===== src/rtl/mem_stage_pkg.sv =====
// Shared types and bit positions for the MEM pipeline stage.
package mem_stage_pkg;

   typedef enum logic [0:0] {
      IDLE   = 1'b0,
      ACCESS = 1'b1
   } state_t;

   localparam int BRANCH   = 2;
   localparam int MEMREAD  = 1;
   localparam int MEMWRITE = 0;

   localparam int REGWRITE = 1;
   localparam int MEMTOREG = 0;

   typedef struct packed {
      logic [1:0]  wb;
      logic [31:0] read_data;
      logic [31:0] alu_result;
      logic [4:0]  rd;
   } mem_wb_t;

endpackage


===== src/rtl/mem_wb_reg.sv =====
// MEM/WB pipeline register: bubble clears all fields, load captures the next entry.
module mem_wb_reg
   import mem_stage_pkg::*;
(
   input  logic    clk,
   input  logic    rst_n,
   input  logic    load,
   input  logic    bubble,
   input  mem_wb_t d,
   output mem_wb_t q
);

   always_ff @(posedge clk or negedge rst_n) begin
      if (!rst_n) begin
         q <= '0;
      end else if (bubble) begin
         q <= '0;
      end else if (load) begin
         q <= d;
      end
   end

endmodule


===== src/rtl/mem_stage.sv =====
// MEM stage: data-memory req/ack handshake, pipeline stall, branch resolve, MEM/WB feed.
// Optional access timeout with sticky error flag is enabled by defining MEM_TIMEOUT_EN.
//
// state  | meaning
// IDLE   | no transfer outstanding; a memory op here raises dmem_req on the next edge
// ACCESS | dmem_req high, waiting for dmem_ack (or the timeout, when enabled)
module mem_stage
   import mem_stage_pkg::*;
#(
   parameter int TIMEOUT_CYCLES = 16
) (
   input  logic        clk,
   input  logic        rst_n,
   input  logic [1:0]  WB,
   input  logic [2:0]  M,
   input  logic [7:0]  jump_address,
   input  logic [7:0]  ALU_status,
   input  logic [31:0] ALU_result,
   input  logic [31:0] write_data,
   input  logic [4:0]  RegDst_address,
   output logic        dmem_req,
   output logic        dmem_we,
   output logic [31:0] dmem_addr,
   output logic [31:0] dmem_wdata,
   input  logic        dmem_ack,
   input  logic [31:0] dmem_rdata,
   output logic        stall,
   output logic        pc_src,
   output logic [7:0]  branch_target,
   output logic [1:0]  _WB,
   output logic [31:0] _read_data,
   output logic [31:0] _ALU_result,
   output logic [4:0]  _RegDst_address,
   output logic        dmem_err
);

   state_t  state;
   logic    mem_op;
   logic    start;
   logic    done_ok;
   logic    timeout_hit;
   logic    finish;
   mem_wb_t wb_d;
   mem_wb_t wb_q;
   logic    unused_status;

   assign mem_op  = M[MEMREAD] | M[MEMWRITE];
   assign start   = (state == IDLE) && mem_op;
   assign done_ok = (state == ACCESS) && dmem_ack;
   assign finish  = done_ok || timeout_hit;
   assign stall   = start || ((state == ACCESS) && !finish);

   always_ff @(posedge clk or negedge rst_n) begin
      if (!rst_n) begin
         state <= IDLE;
      end else if (start) begin
         state <= ACCESS;
      end else if (finish) begin
         state <= IDLE;
      end
   end

   // The request is exactly the ACCESS state flop, so it is registered and drops with the state.
   assign dmem_req   = (state == ACCESS);
   assign dmem_we    = M[MEMWRITE];
   assign dmem_addr  = ALU_result;
   assign dmem_wdata = write_data;

`ifdef MEM_TIMEOUT_EN
   localparam int CNT_W = (TIMEOUT_CYCLES > 1) ? $clog2(TIMEOUT_CYCLES) : 1;

   logic [CNT_W-1:0] wait_cnt;
   logic             err_q;

   always_ff @(posedge clk or negedge rst_n) begin
      if (!rst_n) begin
         wait_cnt <= '0;
         err_q    <= 1'b0;
      end else begin
         if (start) begin
            wait_cnt <= CNT_W'(TIMEOUT_CYCLES - 1);
         end else if ((state == ACCESS) && (wait_cnt != '0)) begin
            wait_cnt <= wait_cnt - CNT_W'(1);
         end
         if (timeout_hit) begin
            err_q <= 1'b1;
         end
      end
   end

   assign timeout_hit = (state == ACCESS) && !dmem_ack && (wait_cnt == '0);
   assign dmem_err    = err_q;
`else
   assign timeout_hit = 1'b0;
   assign dmem_err    = 1'b0;
`endif

   // Write wins when both MemRead and MemWrite are set, so no load data is captured then.
   always_comb begin
      wb_d            = '0;
      wb_d.wb         = timeout_hit ? 2'b00 : WB;
      wb_d.read_data  = (done_ok && M[MEMREAD] && !M[MEMWRITE]) ? dmem_rdata : 32'h0;
      wb_d.alu_result = ALU_result;
      wb_d.rd         = RegDst_address;
   end

   mem_wb_reg u_mem_wb_reg (
      .clk    (clk),
      .rst_n  (rst_n),
      .load   (!stall),
      .bubble (stall),
      .d      (wb_d),
      .q      (wb_q)
   );

   assign _WB             = wb_q.wb;
   assign _read_data      = wb_q.read_data;
   assign _ALU_result     = wb_q.alu_result;
   assign _RegDst_address = wb_q.rd;

   assign pc_src        = M[BRANCH] && ALU_status[0] && !stall;
   assign branch_target = jump_address;
   assign unused_status = ^ALU_status[7:1];

endmodule


===== config.mk =====
export PLATFORM = sky130hd
export DESIGN_NAME = mem_stage
export DESIGN_NICKNAME = d
export VERILOG_FILES = /design/src/rtl/mem_stage_pkg.sv /design/src/rtl/mem_wb_reg.sv /design/src/rtl/mem_stage.sv
export SDC_FILE = /design/constraint.sdc
export NUM_CORES = 1
export LEC_CHECK = 0
export BUFFER_PORTS_ARGS = -buffer_cell sky130_fd_sc_hd__buf_4
export CAP_MARGIN = 20
export CELL_PAD_IN_SITES_DETAIL_PLACEMENT = 0
export CELL_PAD_IN_SITES_GLOBAL_PLACEMENT = 1
export CORE_ASPECT_RATIO = 0.6
export CORE_MARGIN = 2
export CORE_UTILIZATION = 23
export CTS_CLUSTER_SIZE = 24
export DETAILED_ROUTE_END_ITERATION = 8
export GPL_ROUTABILITY_DRIVEN = 0
export MAX_ROUTING_LAYER = met4
export PLACE_DENSITY_LB_ADDON = 0.2
export SLEW_MARGIN = 40
export SYNTH_ARGS = -nofsm -noshare
export SYNTH_HDL_FRONTEND = slang
export SYNTH_HIERARCHICAL = 1
export SYNTH_SLANG_ARGS = --single-unit
export TNS_END_PERCENT = 1

===== constraint.sdc =====
create_clock -name clk -period 2.3 [get_ports clk]
set_clock_uncertainty 0.15 [all_clocks]
set_input_delay 0.575 -clock clk [delete_from_list [all_inputs] [get_ports clk]]
set_output_delay 0.575 -clock clk [all_outputs]
set_load 0.01 [all_outputs]

==> flow_summary.yaml, run 1 <==
run_status:
  status: "finished clean"
cells_and_area:
  fillers: 1678
  nets: 581
  antennaDiodeCount: 0
  area_delta_synth_final_pct: 34.54
  seq_area_mm2: 0.001802
  multiInputGateArea_mm2: 0.001252
  layout-drive-gt1-share: 0.4696
  final_area_mm2: 0.005089
flow_run:
  cap_violations: 0
grt:
  grt_max_degree: 72
  antenna_found_initial: 0
  grtUsageMet3: 0.05441
  grt_overflow_total: 0
  met1_usage: 0.1444
  grt_util_met2: 0.1510
  grt_busiest_layer: "met2"
  first_global_vias: 2708
  grt_pass1_wl_um: 14390
  grt_use_total: 0.1114
yosys:
  ys_warn_count: 6
  synth_top_family_by_area: "buffers and inverters"
  ys_types: 15
  synth_nets: 473
  synth_compound_area_frac: 0.001323
  synth-seq-cells: 72
  synthesis.area_mm2: 0.003782
  ys_top_cells_by_area: "dfrtp_1, mux2i_1, buf_4"
  synth_top_cell_area_share: 0.4763
  yosys.area.top_type: "dfrtp_1"
  ys_seq_area_frac: 0.4763
  syn_inst: 348
  synth.area.mux_share: 0.1879
  yosys.area_share.simple: 0.1386
  syn_area_per_cell_um2: 10.87
  synth_fa_ha_area_frac: 0
  synth_xor_area_frac: 0
clock_tree:
  h-tree-depth: 3
  cts_hold_buf: 0
  cts_max_path_buffers: 2
  cts_tree: "built"
  clock_sinks: 72
  cts_buffers: 9
  cts_setup_buffers: 0
  worst_skew_pair.late_latency_ns: 0.32
  root_buffer: "clkbuf_16"
  path_clk_slew_ns: 0.06
  cts_resized: 0
setup_path:
  cp.arrival_ns: 1.51
  max_stage_delay_ns: 0.43
  cp-start-kind: "flop"
  cp_num_cells: 3
  crit_slowest_cell: "or3_4"
  crit_family: "simple AND/OR/NAND/NOR gates"
  path_buf_inv: 1
  path_cells: "or3_4 -> and2_2 -> buf_4"
  critical_path_class: "reg -> out"
  required_ns: 1.57
  end_kind: "primary output"
  cp_max_fo: 4
  rr_worst_depth: 4
sta:
  worst_slack_ns: 0.06933
  drv_slew: 0
  fin_crit_ns: 2.231
  tns_ns: 0
  timing.fmax_mhz: 448.3
  min_period_over_period: 0.9699
  relSlewSlack: 0.4775
  hold_viol: 0
  rsz0062_at_grt: "false"
  worstMarginPinSlew_ns: 0.7838
  setup_viol: 0
die:
  core_mm2: 0.01617
  chipHeight_um: 103.3
  die_x_um: 169.6
  num_rows: 36
  io_pins: 273
  dieArea_mm2: 0.01752
  start_util: 0.2339
detailed_routing:
  dr.pass1.iters: 4
  drt_iter0_drc: 94
  drc: 0
  wl_per_cell_um: 14.15
  drtAntennaViolNets: 0
  routed_via_density: 3.940
  vias: 2636
  routed_wl_um: 9465
placement:
  pre_cts_ws_ns: 0.1285
  placed_area_mm2: 0.004792
  dpl.hpwl_um: 6636
  port_buffers: 184
pwr:
  vdd_drop_max_uv: 298.4
  leakagePower_nw: 2.648
  p_per_area_mw_per_mm2: 665.1
hold_path:
  hold_path.class: "in -> async"
## state kept, by name, summed over array words and instances, names as in the netlist
name            count
dmem_req            1
u_mem_wb_reg/q     71
## through the flow
step	utilization	cells	total power [mW]	hold WS (ns)
after floorplan	-	348	1.815	0.1294
after global placement	0.2963	654	2.019	0.3528
after detailed placement	0.2963	654	2.021	0.3604
after CTS	0.3147	669	3.474	0.01997
after global routing	0.3147	669	3.580	0.03734
final	0.3147	669	3.385	0.01945
## worst register-to-register path, cell delays in order, from the launching register on
cell     delay (ns)
dfrtp_1        0.40
or3_4          0.43
and2_2         0.22
buf_4          0.36
nor2_1         0.25
## area by class of cell
cell class                      instances  area share
Tap cell                              209     0.05139
Clock inverter                          5     0.01131
Timing Repair Buffer                  190      0.2901
Multi-Input combinational cell        183      0.2461
Sequential cell                        72      0.3541
Clock buffer                           10     0.04696
## metal layers
metal / share of wire / vias up
met2: 0.41 / 127
met3: 0.10 / 11
met4: 0.0094 / 0
met5: 0 / -
met1: 0.48 / 1240
li1: - / 1258
## logic make-up (layout without fill, tap and decap cells)
family | after synthesis | in the layout
AND/OR/NAND/NOR | 110 | 110
buffers and inverters | 93 | 205
flip-flops | 72 | 72
multiplexers | 71 | 71
other | 1 | 1
AO/OA/AOI/OAI | 1 | 1
## worst paths after layout
path	startpoint	to	slack, ns
max	dmem_req	stall	0.07
min	rst_n	u_mem_wb_reg/q[51]	0.02
max reg2reg	dmem_req	u_mem_wb_reg/q[28]	0.42
min reg2reg	u_mem_wb_reg/q[33]	u_mem_wb_reg/q[33]	0.37
max in group asynchronous	rst_n	u_mem_wb_reg/q[68]	1.36
min in group clk	WB[1]	u_mem_wb_reg/q[70]	0.34
## power breakdown
part / internal [mW] / total, mW / switching, mW
combinational: 0.324 / 0.627 / 0.303
clock: 0.861 / 1.40 / 0.542
sequential: 1.32 / 1.35 / 0.0317
total: 2.51 / 3.38 / 0.876
## synth_stat cells
cell      instances
a21oi_1           1
and2_1           27
and2_2            7
and4b_4           1
buf_4            74
buf_6             4
buf_8             7
clkbuf_1          7
clkbuf_2          1
conb_1            1
dfrtp_1          72
mux2i_1          71
nand2_1           3
nor2_1           71
or3_4             1
## layout by cell type (no fill, tap or decap), types with 2 or more instances in the layout
cell type and count:
and2_1 26, and2_2 8, buf_12 4, buf_4 186, clkbuf_16 9, clkinvlp_4 3
dfrtp_1 72, mux2i_1 71, nand2_1 2, nor2_1 71
No activity file was read; power rests on OpenSTA's default activity.
==> run 2, diff against run 1 <==
--- a/config.mk
+++ b/config.mk
@@ -5,6 +5,7 @@
 export SDC_FILE = /design/constraint.sdc
 export NUM_CORES = 1
 export LEC_CHECK = 0
+export ABC_AREA = 1
 export BUFFER_PORTS_ARGS = -buffer_cell sky130_fd_sc_hd__buf_4
 export CAP_MARGIN = 20
 export CELL_PAD_IN_SITES_DETAIL_PLACEMENT = 0
==> flow_summary.yaml, run 2 <==
run_status:
  status: "finished clean"
cells_and_area:
  layout_commonest_cell: "buf_4"
  area_delta_synth_final_pct: 33.33
  nets: 695
  finalNonFillerCells: 800
  layout-drive-gt1-share: 0.4266
  layout_common_cells: "buf_4, nand2_1, dfrtp_1"
  top_register: "u_mem_wb_reg/q"
  largest_register_ffs: 71
  antennaDiodeCount: 0
  fin_util: 0.3159
clock_tree:
  cts_max_path_buffers: 2
  cts_buffers: 9
  root_buffer: "clkbuf_16"
  cts_resized: 0
  h-tree-depth: 3
  clock_sinks: 72
  cts_setup_buffers: 0
  path_clk_slew_ns: 0.06
  cts_hold_buf: 0
  worst_skew_pair.late_latency_ns: 0.32
  cts_tree: "built"
yosys:
  ys_seq_area_frac: 0.4651
  synth_ff_type: "dfrtp_1"
  syn_inst: 463
  ys_types: 16
  synth.area.mux_share: 0
  synth_most_common_cell: "nand2_1"
  yosys.area_share.simple: 0.2949
  yosys-top-cells-count: "nand2_1, buf_4, dfrtp_1"
  synth_nets: 588
  synth_fa_ha_area_frac: 0
  yosys.area.top_type: "dfrtp_1"
  synth_edf_count: 0
  synthesis.area_mm2: 0.003874
  synth_top_family_by_area: "simple AND/OR/NAND/NOR gates"
  async_reset_ff_frac: 1.000
  synth_xor_area_frac: 0
  synth_compound_area_frac: 0.001292
  synth-seq-cells: 72
  syn_area_per_cell_um2: 8.367
  ys_warn_count: 6
  ys_top_cells_by_area: "dfrtp_1, buf_4, nand2_1"
  synth_top_cell_area_share: 0.4651
setup_path:
  cp-start-kind: "flop"
  rr_worst_depth: 8
  end_kind: "primary output"
  crit_family: "buffers and inverters"
  path_buf_inv: 4
  cp-endpoint: "stall"
  reg2reg_from: "dmem_req"
  cp.arrival_ns: 1.35
  cp_num_cells: 6
  r2r_end: "u_mem_wb_reg/q[13]"
  required_ns: 1.57
  critical_path_class: "reg -> out"
  path_cells: "inv_1 -> nand2_1 -> nand2_2 -> inv_1 -> buf_4 -> buf_4"
  cp_max_fo: 3
  crit_path_start: "dmem_req"
  crit_slowest_cell: "dfrtp_1"
  r2r_setup_slack_ns: 0.47
  max_stage_delay_ns: 0.38
grt:
  antenna_found_initial: 0
  grt_overflow_total: 0
  grt_busiest_layer: "met2"
  grt_max_degree: 49
  first_global_vias: 3194
  met1_usage: 0.1618
  grtUsageMet3: 0.05708
  grt_pass1_wl_um: 16920
  grt_use_total: 0.1245
  grt_util_met2: 0.1747
sta:
  setup_viol: 0
  min_period_over_period: 0.9005
  drv_slew: 0
  rsz0062_at_grt: "false"
  worst_hold_slack_ns: 0.05987
  worst_slack_ns: 0.2287
  relSlewSlack: 0.6329
  hold_viol: 0
  worstMarginPinSlew_ns: 0.5507
  timing.fmax_mhz: 482.8
  fin_crit_ns: 2.071
die:
  start_util: 0.2369
  die_x_um: 171.5
  num_rows: 36
  io_pins: 273
  chipHeight_um: 104.5
  core_mm2: 0.01635
  dieArea_mm2: 0.01793
detailed_routing:
  wl_per_cell_um: 13.55
  vias: 3135
  routed_wl_um: 10840
  drc: 0
  dr.pass1.iters: 4
  routed_via_density: 3.919
  drtAntennaViolNets: 0
  drt_iter0_drc: 188
pwr:
  p_comb_frac: 0.186
  internal-power_mw: 2.425
  switching_power_mw: 0.8853
  p_sw_frac: 0.2675
  p_per_area_mw_per_mm2: 640.8
  clockPowerShare: 0.404
  leakagePower_nw: 2.989
  vdd_drop_max_uv: 270.3
  sequentialPowerShare: 0.410
placement:
  dpl.hpwl_um: 7516
  placed_cells: 787
  port_buffers: 184
  pre_cts_ws_ns: 0.06916
flow_run:
  cap_violations: 0
hold_path:
  hold_path.class: "in -> async"
-- run 2: cell count changes in the layout (fill, tap and decap cells not counted), sizes merged, moves of 3 or more --
cell,before,now
mux2i,71,0
clkbuf,10,13
nand3,0,72
and2,34,0
nand2,3,146
inv,0,38
nor2,71,34
clkinvlp,3,0
buf,190,195
-- run 2: metrics by stage --
step	TNS [ns]	area (um^2)	total power, mW
global placement	-3.062	4865	2.002
global route	0	5165	3.488
finish	0	5165	3.310
detailed placement	0	4885	2.012
floorplan	0	3874	1.784
CTS	0	5165	3.391
-- run 2: power groups by stage --
stage | logic, mW | registers [mW] | clock network (mW)
2_1_floorplan | 0.380 | 1.40 | 0
3_3_place_gp | 0.624 | 1.38 | 0
3_5_place_dp | 0.633 | 1.38 | 0
4_1_cts | 0.633 | 1.36 | 1.40
5_1_grt | 0.681 | 1.37 | 1.44
6_report | 0.615 | 1.36 | 1.34
-- run 2: kinds of logic (layout without fill, tap and decap cells) --
family                 count (synthesis)  after routing
AO/OA/AOI/OAI                          1              1
buffers and inverters                137            246
flip-flops                            72             72
other                                  1              1
AND/OR/NAND/NOR                      252            252
-- run 2: final cells by class --
type                    instances  area (um^2)
repair buffers                195         1501
inverters                      38        142.6
clock buffers                  13        280.3
well taps                     228        285.3
flip-flops and latches         72         1802
multi-input cells             254         1154
fillers                      1782        11190
-- run 2: worst min-delay path by stage --
stage / start / endpoint / slack (ns) / depth (start not counted)
2_1_floorplan: rst_n / dmem_req / 0.13 / 0
3_3_place_gp: u_mem_wb_reg/q[6] / u_mem_wb_reg/q[6] / 0.31 / 2
3_5_place_dp: u_mem_wb_reg/q[66] / u_mem_wb_reg/q[66] / 0.31 / 2
4_1_cts: rst_n / u_mem_wb_reg/q[40] / 0.07 / 1
5_1_grt: rst_n / u_mem_wb_reg/q[40] / 0.09 / 1
6_report: rst_n / u_mem_wb_reg/q[40] / 0.06 / 1
-- run 2: worst register-to-register path: cells and delay by family, from the launching register on --
kind | cells | cell delay (ns)
AND/OR/NAND/NOR | 5 | 0.76
flip-flops | 1 | 0.40
buffers and inverters | 3 | 0.44
-- run 2: layer usage --
| layer | routed length [um] | vias to the layer above |
|---|---|---|
| li1 | - | 1545 |
| met1 | 5226 | 1442 |
| met2 | 4489 | 131 |
| met3 | 1038 | 17 |
| met4 | 88 | 0 |
| met5 | 0 | - |
==> run 3, diff against run 2 <==
--- a/config.mk
+++ b/config.mk
@@ -12,13 +12,12 @@
 export CELL_PAD_IN_SITES_GLOBAL_PLACEMENT = 1
 export CORE_ASPECT_RATIO = 0.6
 export CORE_MARGIN = 2
-export CORE_UTILIZATION = 23
+export CORE_UTILIZATION = 28
 export CTS_CLUSTER_SIZE = 24
 export DETAILED_ROUTE_END_ITERATION = 8
 export GPL_ROUTABILITY_DRIVEN = 0
 export MAX_ROUTING_LAYER = met4
 export PLACE_DENSITY_LB_ADDON = 0.2
-export SLEW_MARGIN = 40
 export SYNTH_ARGS = -nofsm -noshare
 export SYNTH_HDL_FRONTEND = slang
 export SYNTH_HIERARCHICAL = 1
==> flow_summary.yaml, run 3 (synthesized netlist as in run 2, its figures left out) <==
run_status:
  status: "finished clean"
sta:
  worst_slack_ns: 0.3133
  setup_viol: 0
  worstMarginPinSlew_ns: 0.9949
  rsz0062_at_grt: "false"
  fin_crit_ns: 1.987
  min_period_over_period: 0.8638
  worst_hold_slack_ns: 0.05628
  drv_slew: 0
  tns_ns: 0
  timing.fmax_mhz: 503.3
  hold_viol: 0
  relSlewSlack: 0.3367
detailed_routing:
  wl_per_cell_um: 13.54
  drt_iter0_drc: 164
  vias: 3149
  dr.pass1.iters: 4
  drtAntennaViolNets: 0
  drc: 0
  routed_wl_um: 10120
  routed_via_density: 4.216
die:
  start_util: 0.2852
  dieArea_mm2: 0.01482
  core_mm2: 0.01358
  num_rows: 33
  die_x_um: 155.9
  chipHeight_um: 95.11
  io_pins: 273
setup_path:
  required_ns: 2.41
  cp.arrival_ns: 2.10
  critical_path_class: "in -> reg"
  end_kind: "flop"
  cp_max_fo: 71
  cp-start-kind: "primary input"
pwr:
  p_per_area_mw_per_mm2: 636.2
  leakagePower_nw: 2.972
  vdd_drop_max_uv: 304.3
cells_and_area:
  largest_register_ffs: 71
  fillers: 1441
  layout-drive-gt1-share: 0.4231
  area_delta_synth_final_pct: 30.68
  seq_area_mm2: 0.001802
  antennaDiodeCount: 0
  multiInputGateArea_mm2: 0.001154
  finalNonFillerCells: 747
  layout_common_cells: "buf_4, nand2_1, dfrtp_1"
  top_register: "u_mem_wb_reg/q"
  layout_commonest_cell: "buf_4"
  nets: 692
placement:
  pre_cts_ws_ns: -0.08842
  port_buffers: 184
  placed_cells: 731
  dpl.hpwl_um: 6946
clock_tree:
  clock_sinks: 72
  cts_setup_buffers: 0
  h-tree-depth: 3
  cts_max_path_buffers: 2
  cts_hold_buf: 0
  worst_skew_pair.late_latency_ns: 0.32
  path_clk_slew_ns: 0.06
  cts_buffers: 9
  root_buffer: "clkbuf_16"
  cts_resized: 0
  cts_tree: "built"
grt:
  first_global_vias: 2988
  grt_overflow_total: 0
  grt_busiest_layer: "met2"
  grt_pass1_wl_um: 15710
  grt_max_degree: 73
  grtUsageMet3: 0.07636
  grt_use_total: 0.1401
  met1_usage: 0.1784
  antenna_found_initial: 0
  grt_util_met2: 0.1969
flow_run:
  cap_violations: 0
hold_path:
  hold_path.class: "in -> async"
## run 3: cell types whose count changed in the layout (fill, tap and decap cells not counted), sizes merged
cell	previous run	this run
clkbuf	13	12
clkinv	0	4
buf	195	192
## run 3: path summary, 6_finish.rpt
check	slack (ns)	to	cells after the start	start
worst max-delay path	0.31	u_mem_wb_reg/q[66]	8	M[0]
min in group clk	0.32	u_mem_wb_reg/q[16]	2	u_mem_wb_reg/q[16]
worst max register to register	0.33	u_mem_wb_reg/q[66]	7	dmem_req
max in group asynchronous	1.34	u_mem_wb_reg/q[70]	2	rst_n
worst min-delay path	0.06	u_mem_wb_reg/q[41]	1	rst_n
worst min register to register	0.32	u_mem_wb_reg/q[16]	2	u_mem_wb_reg/q[16]
## run 3: per-layer routing
metal,vias up,routed length [um],part of all wire
met5,-,0,0
met2,138,4241,0.42
met4,0,55,0.0054
li1,1541,-,-
met1,1463,4713,0.47
met3,7,1107,0.11
## run 3: through the flow
| step | total power, mW | utilization | area (um^2) |
|---|---|---|---|
| after floorplan | 1.784 | - | 3874 |
| after global placement | 1.990 | 0.3530 | 4796 |
| after detailed placement | 1.995 | 0.3530 | 4796 |
| after CTS | 3.285 | 0.3727 | 5062 |
| after global routing | 3.398 | 0.3727 | 5062 |
| final | 3.221 | 0.3727 | 5062 |
## run 3: layout make-up
type,instances,share of cell area
clock inverters,4,0.003955
repair buffers,192,0.2921
multi-input cells,254,0.2279
well taps,175,0.04325
inverters,38,0.02818
flip-flops and latches,72,0.3559
clock buffers,12,0.04869
## run 3: where the power goes
part	switching (mW)	internal [mW]	total, mW
Clock	0.509	0.752	1.26
Combinational	0.339	0.264	0.603
Sequential	0.0318	1.32	1.36
## run 3: critical path, cell delays in order
cell     delay, ns
buf_4         0.12
nor2_1        0.09
nand2_1       0.08
nand2_2       0.07
inv_1         0.11
nor2_8        0.79
nand2_1       0.13
nand2_1       0.11
